--- config.mk ---
export PLATFORM = sky130hd
export DESIGN_NAME = button_event_gen_flat
export DESIGN_NICKNAME = d
export VERILOG_FILES = /design/src/rtl/button_event_gen_pkg.sv /design/src/rtl/button_event_gen_if.sv /design/src/rtl/button_event_gen_sync_debounce.sv /design/src/rtl/button_event_gen.sv /design/src/flat_wrapper.sv
export SDC_FILE = /design/constraint.sdc
export NUM_CORES = 1
export LEC_CHECK = 0
export CORE_MARGIN = 3
export CORE_UTILIZATION = 45
export CTS_CLUSTER_SIZE = 40
export DETAILED_ROUTE_END_ITERATION = 10
export REMOVE_ABC_BUFFERS = 1
export SYNTH_ARGS = -nofsm -noshare
export SYNTH_HDL_FRONTEND = slang
export SYNTH_SLANG_ARGS = --single-unit
--- constraint.sdc ---
create_clock -name clk -period 5.25 [get_ports clk]
set_input_delay 1.575 -clock clk [delete_from_list [all_inputs] [get_ports clk]]
set_output_delay 1.575 -clock clk [all_outputs]
set_load 0.03 [all_outputs]
--- src/rtl/button_event_gen_pkg.sv ---
// Shared definitions for the button conditioning block.
//   - FSM state encodings (2-bit) for the repeat/long-hold controller
//   - ms_to_cycles(): converts a duration in ms to clock cycles
package btn_pkg;

  localparam logic [1:0] ST_IDLE   = 2'd0;
  localparam logic [1:0] ST_DELAY  = 2'd1;
  localparam logic [1:0] ST_REPEAT = 2'd2;

  typedef enum logic [1:0] {
    S_IDLE   = ST_IDLE,
    S_DELAY  = ST_DELAY,
    S_REPEAT = ST_REPEAT
  } state_t;

  // Integer divide first so the intermediate product stays small for large clocks.
  function automatic int ms_to_cycles(input int clk_hz, input int ms);
    return clk_hz / 1000 * ms;
  endfunction

endpackage

--- src/rtl/button_event_gen_if.sv ---
// Button event bundle: raw pin in, debounced level and event pulses out.
//   btn_raw       raw asynchronous button pin
//   pressed       debounced level, 1 = held
//   press_pulse   one-cycle pulse on debounced press
//   release_pulse one-cycle pulse on debounced release
//   repeat_pulse  one-cycle auto-repeat pulse while held
//   long_hold     level, high once held past the repeat delay, until release
// master = the side driving the pin and consuming events, slave = the conditioner.
interface button_event_gen_if;
  logic btn_raw;
  logic pressed;
  logic press_pulse;
  logic release_pulse;
  logic repeat_pulse;
  logic long_hold;

  modport master (
    output btn_raw,
    input  pressed, press_pulse, release_pulse, repeat_pulse, long_hold
  );

  modport slave (
    input  btn_raw,
    output pressed, press_pulse, release_pulse, repeat_pulse, long_hold
  );
endinterface

--- src/rtl/button_event_gen_sync_debounce.sv ---
// Two-flop synchronizer, polarity normalization and debounce counter.
//   clk      system clock
//   rst      asynchronous active-high reset
//   btn_raw  raw button pin
//   pressed  debounced level, 1 = held
// pressed only toggles after the normalized input has disagreed with it for
// DB_CYC consecutive cycles; any agreement in between restarts the window.
module sync_debounce
  import btn_pkg::*;
#(
  parameter int DB_CYC     = 4,
  parameter int ACTIVE_LOW = 1
) (
  input  logic clk,
  input  logic rst,
  input  logic btn_raw,
  output logic pressed
);

  localparam int   DW       = $clog2(DB_CYC + 1);
  localparam logic RELEASED = (ACTIVE_LOW != 0);

  logic          sync1;
  logic          sync2;
  logic          btn_n;
  logic [DW-1:0] db_cnt;

  // XOR with the released level maps the pin to 1 = pressed for either polarity.
  assign btn_n = sync2 ^ RELEASED;

  always_ff @(posedge clk or posedge rst) begin
    if (rst) begin
      sync1   <= RELEASED;
      sync2   <= RELEASED;
      db_cnt  <= '0;
      pressed <= 1'b0;
    end else begin
      sync1 <= btn_raw;
      sync2 <= sync1;
      if (btn_n != pressed) begin
        if (db_cnt == DW'(DB_CYC - 1)) begin
          pressed <= ~pressed;
          db_cnt  <= '0;
        end else begin
          db_cnt <= db_cnt + 1'b1;
        end
      end else begin
        db_cnt <= '0;
      end
    end
  end

endmodule

--- src/rtl/button_event_gen.sv ---
// Button conditioner: debounced level plus press/release/auto-repeat pulses
// and a long-hold level for one mechanical button.
//   clk  system clock
//   rst  asynchronous active-high reset
//   bus  button_event_gen_if.slave (btn_raw in; pressed, press_pulse,
//        release_pulse, repeat_pulse, long_hold out)
//
// state    | meaning
// ---------+-------------------------------------------------------------
// S_IDLE   | released, waiting for a press event
// S_DELAY  | held, counting toward the first repeat / long_hold
// S_REPEAT | long_hold asserted, emitting repeat pulses every RR_CYC cycles
module button_event_gen
  import btn_pkg::*;
#(
  parameter int CLK_HZ          = 12_000_000,
  parameter int DEBOUNCE_MS     = 20,
  parameter int REPEAT_DELAY_MS = 500,
  parameter int REPEAT_RATE_MS  = 100,
  parameter int REPEAT_EN       = 1,
  parameter int ACTIVE_LOW      = 1
) (
  input logic               clk,
  input logic               rst,
  button_event_gen_if.slave bus
);

  localparam int DB_CYC = ms_to_cycles(CLK_HZ, DEBOUNCE_MS);
  localparam int RD_CYC = ms_to_cycles(CLK_HZ, REPEAT_DELAY_MS);
  localparam int RR_CYC = ms_to_cycles(CLK_HZ, REPEAT_RATE_MS);
  localparam int HW     = $clog2(RD_CYC + 1);
  localparam int RW     = $clog2(RR_CYC + 1);
  localparam logic REP_ON = (REPEAT_EN != 0);

  if (DEBOUNCE_MS < 1 || DB_CYC < 1) begin : g_bad_debounce
    $error("button_event_gen: debounce window must be at least one cycle");
  end
  if (REPEAT_RATE_MS < 1 || RR_CYC < 1) begin : g_bad_rate
    $error("button_event_gen: repeat rate must be at least one cycle");
  end
  if (RD_CYC < 1) begin : g_bad_delay
    $error("button_event_gen: repeat delay must be at least one cycle");
  end

  logic          pressed;
  logic          pressed_q;
  logic          press_ev;
  logic          release_ev;
  state_t        state;
  logic [HW-1:0] hold_cnt;
  logic [HW-1:0] hold_nxt;
  logic [RW-1:0] rate_cnt;
  logic          long_hold_q;
  logic          repeat_q;

  sync_debounce #(
    .DB_CYC     (DB_CYC),
    .ACTIVE_LOW (ACTIVE_LOW)
  ) u_sync_debounce (
    .clk     (clk),
    .rst     (rst),
    .btn_raw (bus.btn_raw),
    .pressed (pressed)
  );

  always_ff @(posedge clk or posedge rst) begin
    if (rst) pressed_q <= 1'b0;
    else     pressed_q <= pressed;
  end

  assign press_ev   = pressed & ~pressed_q;
  assign release_ev = ~pressed & pressed_q;

  // DELAY is entered the cycle after press_pulse, so comparing the
  // incremented count lands the first repeat exactly RD_CYC cycles after it.
  assign hold_nxt = hold_cnt + HW'(1);

  always_ff @(posedge clk or posedge rst) begin
    if (rst) begin
      state       <= S_IDLE;
      hold_cnt    <= '0;
      rate_cnt    <= '0;
      long_hold_q <= 1'b0;
      repeat_q    <= 1'b0;
    end else begin
      repeat_q <= 1'b0;
      if (release_ev) begin
        state       <= S_IDLE;
        hold_cnt    <= '0;
        rate_cnt    <= '0;
        long_hold_q <= 1'b0;
      end else begin
        case (state)
          S_IDLE: begin
            if (press_ev) begin
              hold_cnt <= '0;
              rate_cnt <= '0;
              if (RD_CYC == 1) begin
                state       <= S_REPEAT;
                long_hold_q <= 1'b1;
                repeat_q    <= REP_ON;
              end else begin
                state <= S_DELAY;
              end
            end
          end
          S_DELAY: begin
            hold_cnt <= hold_nxt;
            if (hold_nxt == HW'(RD_CYC - 1)) begin
              state       <= S_REPEAT;
              long_hold_q <= 1'b1;
              repeat_q    <= REP_ON;
              rate_cnt    <= '0;
            end
          end
          S_REPEAT: begin
            if (rate_cnt == RW'(RR_CYC - 1)) begin
              repeat_q <= REP_ON;
              rate_cnt <= '0;
            end else begin
              rate_cnt <= rate_cnt + 1'b1;
            end
          end
          default: begin
            state       <= S_IDLE;
            hold_cnt    <= '0;
            rate_cnt    <= '0;
            long_hold_q <= 1'b0;
          end
        endcase
      end
    end
  end

  assign bus.pressed       = pressed;
  assign bus.press_pulse   = press_ev;
  assign bus.release_pulse = release_ev;
  // The repeat decision is registered a cycle before pressed can be seen
  // falling; gating with pressed drops a repeat that lands on the release cycle.
  assign bus.repeat_pulse  = repeat_q & pressed;
  assign bus.long_hold     = long_hold_q;

endmodule

--- src/flat_wrapper.sv ---
// flat-port wrapper written by rule: the top's interface ports become plain ports
module button_event_gen_flat import btn_pkg::*;
#(
  parameter int CLK_HZ          = 12_000_000,
  parameter int DEBOUNCE_MS     = 20,
  parameter int REPEAT_DELAY_MS = 500,
  parameter int REPEAT_RATE_MS  = 100,
  parameter int REPEAT_EN       = 1,
  parameter int ACTIVE_LOW      = 1
)
  (clk, rst, bus_btn_raw, bus_pressed, bus_press_pulse, bus_release_pulse, bus_repeat_pulse, bus_long_hold);
  button_event_gen_if bus_i ();
  input logic clk;
  input logic rst;
  input wire logic [$bits(bus_i.btn_raw)-1:0] bus_btn_raw;
  output wire logic [$bits(bus_i.pressed)-1:0] bus_pressed;
  output wire logic [$bits(bus_i.press_pulse)-1:0] bus_press_pulse;
  output wire logic [$bits(bus_i.release_pulse)-1:0] bus_release_pulse;
  output wire logic [$bits(bus_i.repeat_pulse)-1:0] bus_repeat_pulse;
  output wire logic [$bits(bus_i.long_hold)-1:0] bus_long_hold;
  assign bus_i.btn_raw = bus_btn_raw;
  assign bus_pressed = bus_i.pressed;
  assign bus_press_pulse = bus_i.press_pulse;
  assign bus_release_pulse = bus_i.release_pulse;
  assign bus_repeat_pulse = bus_i.repeat_pulse;
  assign bus_long_hold = bus_i.long_hold;
  button_event_gen #(.CLK_HZ(CLK_HZ), .DEBOUNCE_MS(DEBOUNCE_MS), .REPEAT_DELAY_MS(REPEAT_DELAY_MS), .REPEAT_RATE_MS(REPEAT_RATE_MS), .REPEAT_EN(REPEAT_EN), .ACTIVE_LOW(ACTIVE_LOW)) u_core (.clk(clk), .rst(rst), .bus(bus_i));
endmodule
* Word level (Yosys, flattened, before mapping)
Index checks and enable logic that the tools add are counted.
Storage, ports and cells: logic and storage cells 57, input bits 3, output and inout bits 5, register bits 70
Cells by class: mux-type cells 21, bitwise gates (word level) 6, reduce and logical (&&, ||, !) cells 7, eq/ne operators 10, $add $sub $neg 3
Operator list (count):
- 21-bit two-way mux | 4
- 23-bit case mux with 3 select lines | 1
- 21-bit case mux with 3 select lines | 1
- 23-bit two-way mux | 2
- 18-bit two-way mux | 2
- 23-bit by 1-bit adder with 23-bit output (second input constant) | 1
- 23-bit equality test (second input constant) | 1
- 21-bit by 1-bit adder with 21-bit output (second input constant) | 1
- 21-bit equality test (second input constant) | 1
- 18-bit by 1-bit adder with 18-bit output (second input constant) | 1
- 18-bit equality test (second input constant) | 1
- 2-bit AND reduction | 4
- 2-bit two-way mux | 3
- 2-bit case mux with 3 select lines | 1
- 1-bit two-way mux | 5
- 1-bit case mux with 2 select lines | 2
- 1-bit AND | 3
- 3-bit by 2-bit != test with 1-bit output (second input constant) | 1
- 3-bit != test (second input constant) | 1
- 1-bit inverter | 3
- 3-bit AND reduction | 1
- 2-bit by 1-bit equality test with 1-bit output (second input constant) | 1
- 2-bit equality test (second input constant) | 1
- 2-bit zero test | 1
- 4 further kinds | 4

* Logic depth before layout (Yosys ltp)
Gate-level depths: netlist of the first run.
depth after elaboration 5, mapped depth 11, depth with buffers taken out 9

* Cells and area by module
From an unflattened synthesis of the first run, not the netlist that was laid out.
Second synthesis, totals: cell total of the unflattened synthesis 475, area total of the unflattened synthesis 4191.5 µm²
By module, submodules not included:
- button_event_gen | cells an instance 374, instances 1, area each 3145.5 µm², seq. area each 1226.2 µm²
- sync_debounce | cells an instance 101, instances 1, area each 1046.0 µm², seq. area each 528.0 µm²

* Least setup slack after synthesis of the first run
Ideal clock, no wire load.
kind reg2reg, start point reg u_core.hold_cnt[0], end point reg u_core.rate_cnt[3], cell stages (with the launch flop) 11, data arrival time 2670 ps, path buffers 2, library setup time 95 ps, required time 5155 ps, slack 2484 ps, clock period less this slack 2766 ps, cell sequence dfrtp_1 ha_1 nand2_1 or3_1 a2111oi_4 and4_4 a41oi_4 or3_1 buf_6 buf_6 o31ai_1
Between the ends: longest elaborated chain between the ends 4
Ends and longest elaborated chain:
- start: declaration | RTL line button_event_gen.sv:50 | logic [HW-1:0] hold_cnt;
- start signal: assignment | RTL line button_event_gen.sv:108 | hold_cnt <= hold_nxt;
- 23-bit by 1-bit adder with 23-bit output | RTL line button_event_gen.sv:76 | assign hold_nxt = hold_cnt + HW'(1);
- 23-bit equality test | RTL line button_event_gen.sv:109 | if (hold_nxt == HW'(RD_CYC - 1)) begin
- 3-bit by 2-bit != test with 1-bit output (no line)
- 2-bit AND reduction (no line)
- end signal: assignment | RTL line button_event_gen.sv:121 | rate_cnt <= rate_cnt + 1'b1;
- end: declaration | RTL line button_event_gen.sv:52 | logic [RW-1:0] rate_cnt;
No other way between the ends. A chain may end at the register's enable or synchronous reset.

* Final worst setup path of the first run
start point reg u_core.hold_cnt[3], end point reg u_core.rate_cnt[16]
The elaborated chain is that of the path after synthesis.

==> results of run 1 <==
## final cells by class
type / count / area share
multi-input combinational: 361 / 0.498
sequential: 70 / 0.385
clock inverter: 7 / 0.0231
clock buffer: 9 / 0.0272
inverter: 16 / 0.0132
timing repair buffer: 12 / 0.0236
tap: 108 / 0.0297
## layer usage
layer	GRT usage	routed length, um	vias to the layer above
met5	0	0	-
met4	0.0548	102	0
met3	0.0271	307	9
met2	0.307	4580	73
met1	0.295	4820	1705
li1	-	-	1747
## metrics by stage
| stage | setup WS, ps | utilization |
|---|---|---|
| global route | 1280 | 0.510 |
| floorplan | 1910 | - |
| detailed placement | 1580 | 0.484 |
| finish | 1510 | 0.510 |
| CTS | 1570 | 0.510 |
| global placement | 1710 | 0.484 |
## synth_stat cells, types with 2 or more instances
cell      number
a21o_1         2
xnor2_1       13
or2_2          3
clkbuf_1      20
dfrtp_1       68
and4_1         2
buf_4          2
xor2_1        11
o21ai_0       45
nand4_1       18
o311ai_0      18
nand3_1       30
inv_1         16
o41ai_1        5
nor3_1         5
o211ai_1       2
dfstp_2        2
or3_1          5
a31oi_1        9
nor4b_1        2
and3_1         9
o31ai_1       15
nand3_2        2
o22ai_1        2
nand2_1       47
nor2b_1        3
buf_6          3
a21oi_1        7
and4b_1        2
nor2_1        48
nand2b_1       7
buf_2          4
o21a_1         2
nor4_4         2
nor4_1         6
ha_1           8
nand3b_1       3
or4_1          3
and2_1         9
## worst paths after layout
kind	to	slack, ps
max reg2reg	u_core.rate_cnt[16]$_DFFE_PP0P_	1510
max	u_core.rate_cnt[16]$_DFFE_PP0P_	1510
min reg2reg	u_core.u_sync_debounce.sync2$_DFF_PP1_	350
min in group asynchronous	u_core.u_sync_debounce.db_cnt[10]$_DFF_PP0_	1600
min	u_core.u_sync_debounce.sync2$_DFF_PP1_	350
max in group asynchronous	u_core.hold_cnt[3]$_DFFE_PP0P_	2870
## cells in the final DEF (no fill, tap or decap), types with 3 or more instances in the layout
master	instances
xnor2_1	13
o41ai_1	5
nand4_1	18
o31ai_1	15
ha_1	8
dfrtp_1	68
nor2b_1	3
nand2_1	47
buf_4	5
xor2_1	11
nand2b_1	7
and2_1	9
a21oi_1	7
clkbuf_8	9
a31oi_1	9
nor3_1	5
clkdlybuf4s50_1	7
or2_2	3
nand3_1	30
nand3b_1	3
nor2_1	48
o21ai_0	45
inv_1	15
and3_1	9
nor4_1	6
or3_1	5
o311ai_0	18
or4_1	3
## power groups by stage
stage          logic [mW]  registers (mW)  clock network [mW]
2_1_floorplan      0.0125           0.554                   0
4_1_cts            0.0203           0.544               0.517
6_report           0.0189           0.544               0.509
3_3_place_gp       0.0200           0.555                   0
5_1_grt            0.0228           0.545               0.544
3_5_place_dp       0.0202           0.555                   0
## cells by family (layout without fill, tap and decap cells)
| logic type | after synthesis | in the layout |
|---|---|---|
| and+or+nand+nor | 209 | 209 |
| AOI/OAI and AO/OA | 118 | 118 |
| DFF | 70 | 70 |
| buffers and inverters | 45 | 44 |
| xor gates and xnor gates | 24 | 24 |
| adders and majority gates | 8 | 8 |
| muxes | 2 | 2 |
## sequential cells by signal, summed over array words and instances, names as in the netlist
name and cells:
u_core.u_sync_debounce.db_cnt 18, u_core.u_sync_debounce.sync2 1, u_core.rate_cnt 21, u_core.pressed_q 1, u_core.state 2, u_core.bus.long_hold 1, u_core.hold_cnt 23, u_core.repeat_q 1
u_core.u_sync_debounce.sync1 1, u_core.u_sync_debounce.pressed 1
==> results.json, run 1 <==
{
  "setup_viol": 0,
  "cts-hold-fix-buffers": 0,
  "synth_compound_area_frac": 0.196,
  "grt_pass1_wl_mm": 16.8,
  "ant_nets": 0,
  "drive_gt1_frac": 0.0842,
  "drv_slew": 0,
  "netSwitchingFraction": 0.233,
  "seqPwrFrac": 0.508,
  "async_reset_ff_frac": 1.00,
  "path_cells": "nand4_2, or4_1, o211ai_2, o2111a_1, a41oi_4, or3_1, o41ai_1",
  "worstMarginPinSlew_ps": 966,
  "overflow": 0,
  "yosysUniqueCellTypes": 55,
  "fin_crit_sh": 0.712,
  "fin_area_um2": 4550,
  "synth_top_flop_cell": "dfrtp_1",
  "synth_fa_ha_area_frac": 0.0237,
  "clk_latency_ps": 350,
  "port_buffers": 7,
  "wl_mm": 9.80,
  "rsz0062_at_grt": "no",
  "grt_pass1_vias": 3383,
  "min_path_type": "flip-flop to flip-flop",
  "crit_cells": 7,
  "cp-end-kind": "flip-flop",
  "core_region_area_um2": 8930,
  "crit_family": "simple AND/OR/NAND/NOR gates",
  "irDropWorstVdd_uv": 124,
  "seqCellArea_um2": 1750,
  "power.total_mw": 1.07,
  "pwr-share-comb": 0.018,
  "slew_headroom": 0.354,
  "cts_htree_levels": 3,
  "synth_area_leaders": "dfrtp_1, o21ai_0, nor2_1",
  "gp_congestion": 0.865,
  "skew_ps": 12.1,
  "drcViolationCount": 0,
  "seq_area_frac_synth": 0.415,
  "p_switching_uw": 250,
  "drt-pass1-iter-count": 5,
  "outcome": "finished clean",
  "cp_slowest_stage_delay_ps": 760,
  "cp_slowest_cell": "or3_1",
  "die_y_um": 103,
  "required_ps": 5480,
  "synth_xor_area_frac": 0.0497,
  "antenna_found_initial": 0,
  "intPower_uw": 821,
  "dieArea_um2": 10600,
  "vias": 3534,
  "worstPathArrival_ps": 3960,
  "syn_inst": 476,
  "grt_start_max_net_pins": 30,
  "dpl.hpwl_mm": 6.49,
  "multiInputGateArea_um2": 2270,
  "fill_cells": 853,
  "fmaxAchievable_ghz": 0.268,
  "holdWs_ps": 350,
  "placed_area_um2": 4320,
  "post_cts_buffers": 0,
  "powerDensity_nw_per_um2": 235,
  "worstSetupPathType": "flip-flop to flip-flop",
  "clk_pin_slew_worst_paths_ps": 90,
  "cts_made_buffers": 9,
  "ys.warnings.count": 0,
  "die_x_um": 103,
  "clkSinkCount": 70,
  "layout.cells.non_filler": 583,
  "io_pins": 8,
  "p_leak_nw": 1.76,
  "r2r_cells": 7,
  "dp.cells": 567,
  "drtIter0Drc": 187,
  "start_util": 0.473,
  "min_path_cells": 0,
  "fin_nets": 481,
  "tns_ps": 0,
  "r2r-start": "u_core.hold_cnt[3]$_DFFE_PP0P_",
  "crit_fanout": 23,
  "fin_crit_ps": 3740,
  "critical_path.n_buffers_inverters": 0,
  "maxCapViolCount": 0,
  "finalHoldViolations": 0,
  "grt_use_total": 0.199,
  "wl_per_cell_um": 16.8,
  "cts_buffer_depth": 2,
  "crit_start": "u_core.hold_cnt[3]$_DFFE_PP0P_",
  "cts_resized": 0,
  "yosys.area_share.simple": 0.262,
  "synth_top_family_by_area": "simple AND/OR/NAND/NOR gates",
  "synth_edf_count": 0,
  "num_rows": 34,
  "start_kind": "flip-flop",
  "via_per_inst": 6.06,
  "postSynthAreaPerCell_um2": 8.88,
  "ys_ff_latch": 70,
  "antenna-diode-count": 0,
  "cts-root-buf": "clkbuf_8",
  "synthToLayoutAreaGrowth_pct": 7.76,
  "hp-start": "u_core.u_sync_debounce.sync1$_DFF_PP1_",
  "mappedNetlistArea_um2": 4230,
  "yosys-mux-area-fraction": 0.00503,
  "synth_top_area_frac": 0.403,
  "power_frac_clock": 0.475,
  "cts_tree": "built",
  "yosysTopAreaCell": "dfrtp_1"
}
(Power assumes the default switching activity.)
==> inputs of run 2 (changes only) <==
==> constraint.sdc (replaced) <==
create_clock -name clk -period 3.5 [get_ports clk]
set_input_delay 1.05 -clock clk [delete_from_list [all_inputs] [get_ports clk]]
set_output_delay 1.05 -clock clk [all_outputs]
set_load 0.03 [all_outputs]
==> run 2 against run 1 <==
Flip-flop and latch count unchanged. Combinational power increased by 58%. Worst hold slack improved by 11 ps. Power increased by 57%. Via count increased by 1.8%. Sequential power increased by 50%. Critical path type unchanged. Highest routed layer unchanged.
==> results.json, run 2 (synthesis results as in run 1) <==
{
  "outcome": "finished clean",
  "clk_pin_slew_worst_paths_ps": 70,
  "powerDensity_nw_per_um2": 360,
  "wl_mm": 9.80,
  "num_rows": 34,
  "synthToLayoutAreaGrowth_pct": 10.2,
  "cts_made_buffers": 9,
  "die_y_um": 103,
  "min_path_type": "flip-flop to flip-flop",
  "fmaxAchievable_ghz": 0.305,
  "grt_pass1_wl_mm": 16.6,
  "layout.cells.non_filler": 591,
  "rsz0062_at_grt": "no",
  "drtIter0Drc": 252,
  "power_frac_clock": 0.496,
  "seqPwrFrac": 0.486,
  "via_per_inst": 6.09,
  "cts_tree": "built",
  "netSwitchingFraction": 0.213,
  "ant_nets": 0,
  "port_buffers": 7,
  "p_switching_uw": 358,
  "finalHoldViolations": 0,
  "worstSetupPathType": "flip-flop to flip-flop",
  "slew_headroom": 0.336,
  "required_ps": 3730,
  "p_leak_nw": 1.82,
  "grt_start_max_net_pins": 37,
  "cp-end-kind": "flip-flop",
  "irDropWorstVdd_uv": 264,
  "dieArea_um2": 10600,
  "final_cell_mix": "dfrtp_1, nor2_1, nand2_1",
  "drcViolationCount": 0,
  "fin_crit_ps": 3270,
  "setup_viol": 0,
  "vias": 3599,
  "worstMarginPinSlew_ps": 993,
  "dp.cells": 575,
  "antenna_found_initial": 0,
  "grt_pass1_vias": 3390,
  "min_path_cells": 0,
  "largest_reg_flops": 23,
  "gp_congestion": 0.917,
  "antenna-diode-count": 0,
  "worstPathArrival_ps": 3510,
  "die_x_um": 103,
  "cts-hold-fix-buffers": 0,
  "drv_slew": 0,
  "clk_latency_ps": 360,
  "cts_buffer_depth": 2,
  "core_region_area_um2": 8930,
  "dpl.hpwl_mm": 6.58,
  "top_register": "u_core.hold_cnt",
  "intPower_mw": 1.32,
  "io_pins": 8,
  "drive_gt1_frac": 0.101,
  "skew_ps": 17.4,
  "final_common_cell": "dfrtp_1",
  "wl_per_cell_um": 16.6,
  "fin_crit_sh": 0.935,
  "clkSinkCount": 70,
  "start_kind": "flip-flop",
  "cts-root-buf": "clkbuf_8",
  "overflow": 0,
  "tns_ps": 0,
  "r2r_cells": 8,
  "cts_htree_levels": 3,
  "pwr-share-comb": 0.018,
  "maxCapViolCount": 0,
  "fin_nets": 489,
  "reg.largest.list": "u_core.hold_cnt x23, u_core.rate_cnt x21, u_core.u_sync_debounce.db_cnt x18",
  "start_util": 0.473,
  "crit_fanout": 18,
  "grt_use_total": 0.198,
  "drt-pass1-iter-count": 5
}
## run 2: cell types whose count changed in the layout (fill, tap and decap cells not counted), sizes merged
cell      previous run  this run
inv                 19        18
buf                  5        13
clkbuf               9        10
bufinv               2         3
clkinvlp             1         0
## run 2: power by group through the flow
stage / clock network [mW] / registers (mW) / logic (mW)
global placement: 0 / 0.832 / 0.0313
detailed placement: 0 / 0.832 / 0.0318
global route: 0.891 / 0.817 / 0.0354
finish: 0.832 / 0.816 / 0.0299
CTS: 0.856 / 0.816 / 0.0318
floorplan: 0 / 0.831 / 0.0187
## run 2: routing by layer
metal	vias up	track usage	share of wire
met5	-	0	0
met4	0	0.0398	0.0082
met3	12	0.0467	0.046
met2	91	0.309	0.46
met1	1737	0.283	0.48
li1	1759	-	-
## run 2: worst max-delay path: stages, from the launching register on
cell	delay, ps
dfrtp_1	510
nand4_2	320
buf_4	280
nor3_1	390
a21bo_2	220
and4_4	220
a41oi_4	110
or3_1	670
o41ai_1	440
## run 2: final cells by class
class                   count  area [um^2]
multi-input cells         361         2270
fillers                   853         4280
flip-flops and latches     70         1750
clock buffers              10          138
well taps                 108          135
repair buffers             20          180
clock inverters             6          116
inverters                  16         60.1
## run 2: worst paths after layout
kind | from | slack [ps] | endpoint
worst max-delay path | u_core.hold_cnt[3]$_DFFE_PP0P_ | 230 | u_core.rate_cnt[17]$_DFFE_PP0P_
worst min-delay path | u_core.u_sync_debounce.sync1$_DFF_PP1_ | 360 | u_core.u_sync_debounce.sync2$_DFF_PP1_
worst max register to register | u_core.hold_cnt[3]$_DFFE_PP0P_ | 230 | u_core.rate_cnt[17]$_DFFE_PP0P_
worst min register to register | u_core.u_sync_debounce.sync1$_DFF_PP1_ | 360 | u_core.u_sync_debounce.sync2$_DFF_PP1_
max in group asynchronous | rst | 1680 | u_core.hold_cnt[0]$_DFFE_PP0P_
min in group asynchronous | rst | 1150 | u_core.u_sync_debounce.db_cnt[3]$_DFF_PP0_
## run 2: per-stage QoR
step	setup WS (ps)	total power, mW	util	area (um^2)	hold slack, ps
global placement	366	0.863	0.492	4400	346
CTS	207	1.70	0.521	4650	365
floorplan	415	0.850	-	4080	345
global route	28.5	1.74	0.521	4660	368
detailed placement	225	0.864	0.492	4400	353
finish	226	1.68	0.521	4660	361
## run 2: timing repair
item	in CTS	in global routing
setup buffers	0	0
hold endpoints to repair	0	0
gates resized for setup	0	1
setup endpoints to repair	0	1
==> RTL change: new RTL, config.mk and constraints of run 2 <==
`REPEAT_RATE_MS` is set to 100 in 2 places; all go to 200.
--- a/src/rtl/button_event_gen.sv
+++ b/src/rtl/button_event_gen.sv
@@ -16,7 +16,7 @@
   parameter int CLK_HZ          = 12_000_000,
   parameter int DEBOUNCE_MS     = 20,
   parameter int REPEAT_DELAY_MS = 500,
-  parameter int REPEAT_RATE_MS  = 100,
+  parameter int REPEAT_RATE_MS  = 200,
   parameter int REPEAT_EN       = 1,
   parameter int ACTIVE_LOW      = 1
 ) (
--- a/src/flat_wrapper.sv
+++ b/src/flat_wrapper.sv
@@ -4,7 +4,7 @@
   parameter int CLK_HZ          = 12_000_000,
   parameter int DEBOUNCE_MS     = 20,
   parameter int REPEAT_DELAY_MS = 500,
-  parameter int REPEAT_RATE_MS  = 100,
+  parameter int REPEAT_RATE_MS  = 200,
   parameter int REPEAT_EN       = 1,
   parameter int ACTIVE_LOW      = 1
 )
Check against the original RTL: same outputs for any inputs over 10 cycles, from zero or initial values and one cycle with rst high; that may be too few to reach the edited logic, so the function may still have changed.
==> RTL change against run 2 <==
Power shrank 10%; synthesized cell count grew 2.5%; largest power group is now sequential cells; via count shrank 0.72%; clock power shrank 22%; sequential cell count grew 1; synthesized area grew 0.98%; routed wire length shrank 2.2%; setup slack gained 0.18 ns; cell area shrank 0.78%; critical path type unchanged.
==> RTL change: results (changes against run 2) <==
* Synth Area in Adders: 2.35% (-0.023 points)
* Pin count of the biggest net entering global routing: 72 (+95%)
- FFs & Latches: 71 (+1.4%)
* Max transition margin: 58.3% (+25 points)
- The clock latency reported for the late side of the worst-skew pair came to 0.34 ns (-0.02 ns).
- The xor/xnor cell area share of the yosys netlist was 4.11% (-0.87 points).
- Count of cells along the worst hold path: 0 (unchanged)
- DIE WIDTH: 103 um (+0.46%)
* Total global routing track utilization: 19.4% (-0.44 points)
- The number of standard cells in the layout, taps in and fillers out was 617 (+4.4%).
- CP arrival: 3.33 ns (-0.18 ns)
- The placed instance area came to 0.00443 sq mm (+0.77%).
* Via count of the first global-routing pass: 3,457 (+2.0%)
- The peak supply drop is 0.163 mV (-38%).
- Synthesized-area fraction occupied by ao, oa, aoi and oai cells: 21.6% (+2.0 points)
* Fraction of standard cell area in multi-input logic: 49.7% (+0.84 points)
- The final-layout clock-cell area share came to 4.12% (-1.3 points).
- The first-pass GRT wire length was 16.4 mm (-1.2%).
- The run finished with clean final reports.
* Non-CTS inverters: 15 (-1)
* # clk buffers: 12 (+2)
* Worst hold margin: 0.386 ns (+0.0244 ns)
- The share of cell area taken by muxes after synthesis came to 0.733% (+0.23 points).
- The clock skew after layout is 0.00930 ns (-0.00814 ns).
- The sum of net half-perimeters after detailed placement was 6.56 mm (-0.38%).
- The final RePlAce weighted congestion was 0.854 (-6.9%).
- The share of cells above drive strength 1 is 8.35% (-1.8 points).
- By area the synthesized netlist is led by sky130_fd_sc_hd__dfrtp_1, sky130_fd_sc_hd__nor2_1, sky130_fd_sc_hd__o21ai_0, sky130_fd_sc_hd__a22o_1, sky130_fd_sc_hd__nand2_1.
* Number of signal-net buffers in the layout: 15 (-25%)
- The largest registers in the layout are u_core.hold_cnt (23), u_core.rate_cnt (22), u_core.u_sync_debounce.db_cnt (18).
- Delay of the slowest critical-path stage: 0.56 ns (-0.11 ns)
* Critical path peak fanout: 10 (-8)
- Sequential portion of the cell area: 38.5% (+0.84 points)
* FMAX: 323 MHz (+5.8%)
* Sequential Area: 0.00178 sq mm (+1.4%)
* Leak pwr: 1.93 nW (+6.5%)
* Destination of the worst register-to-register timing path: u_core.rate_cnt[2]
- Leading post-synthesis cells by instance count: sky130_fd_sc_hd__dfrtp_1, sky130_fd_sc_hd__nor2_1, sky130_fd_sc_hd__nand2_1
- Hold/Removal Path Class: reg -> reg
- The number of DRC violations after detailed-routing iteration 0 came to 140 (-44%).
- The final net count was 497 (+1.6%).
- The average cell area after synthesis was 8.74 sq um (-1.5%).
* Sequential area share after synthesis: 41.7% (+0.18 points)
- Number of cells in the design after placement: 601 (+4.5%)
* Drt via density: 5.79 (-4.9%)
- The buffer share of cell area is 3.09% (-0.78 points).
* Pre-Repair DR Iteration Count: 4 (-1)
* Number of fill cells in the layout: 828 (-2.9%)
- Worst setup slack before clock tree synthesis: 0.399 ns (+0.174 ns)
* Post-synthesis cell type count: 62 (+13%)
* Multi-In Gates: 374 (+3.6%)
RTL change: changes by cell type after synthesis, sizes merged, moves of 3 or more:
cell	delta
nand3	-10
nor4	-3
o31ai	-9
o311ai	-18
o21ai	+12
a22o	+19
nand2	-3
nor2	+4
o2111ai	+3
a21oi	+22
xnor2	-8
xor2	+4
nor3	+3
RTL change: metal layers:
| metal | GRT usage, % | share of wire (%) | up-vias | wire [um] |
|---|---|---|---|---|
| li1 | - | - | 1775 | - |
| met1 | 25.4 | 46 | 1696 | 4460 |
| met2 | 30.5 | 47 | 81 | 4470 |
| met3 | 3.69 | 4.1 | 21 | 393 |
| met4 | 9.96 | 2.7 | 0 | 262 |
| met5 | 0 | 0 | - | 0 |
RTL change: power breakdown:
part	leakage (nW)	switching, mW	internal, mW
Combinational	0.851	0.0220	0.00785
Sequential	0.983	0.00437	0.825
Clock	0.100	0.300	0.346
Total	1.93	0.326	1.18
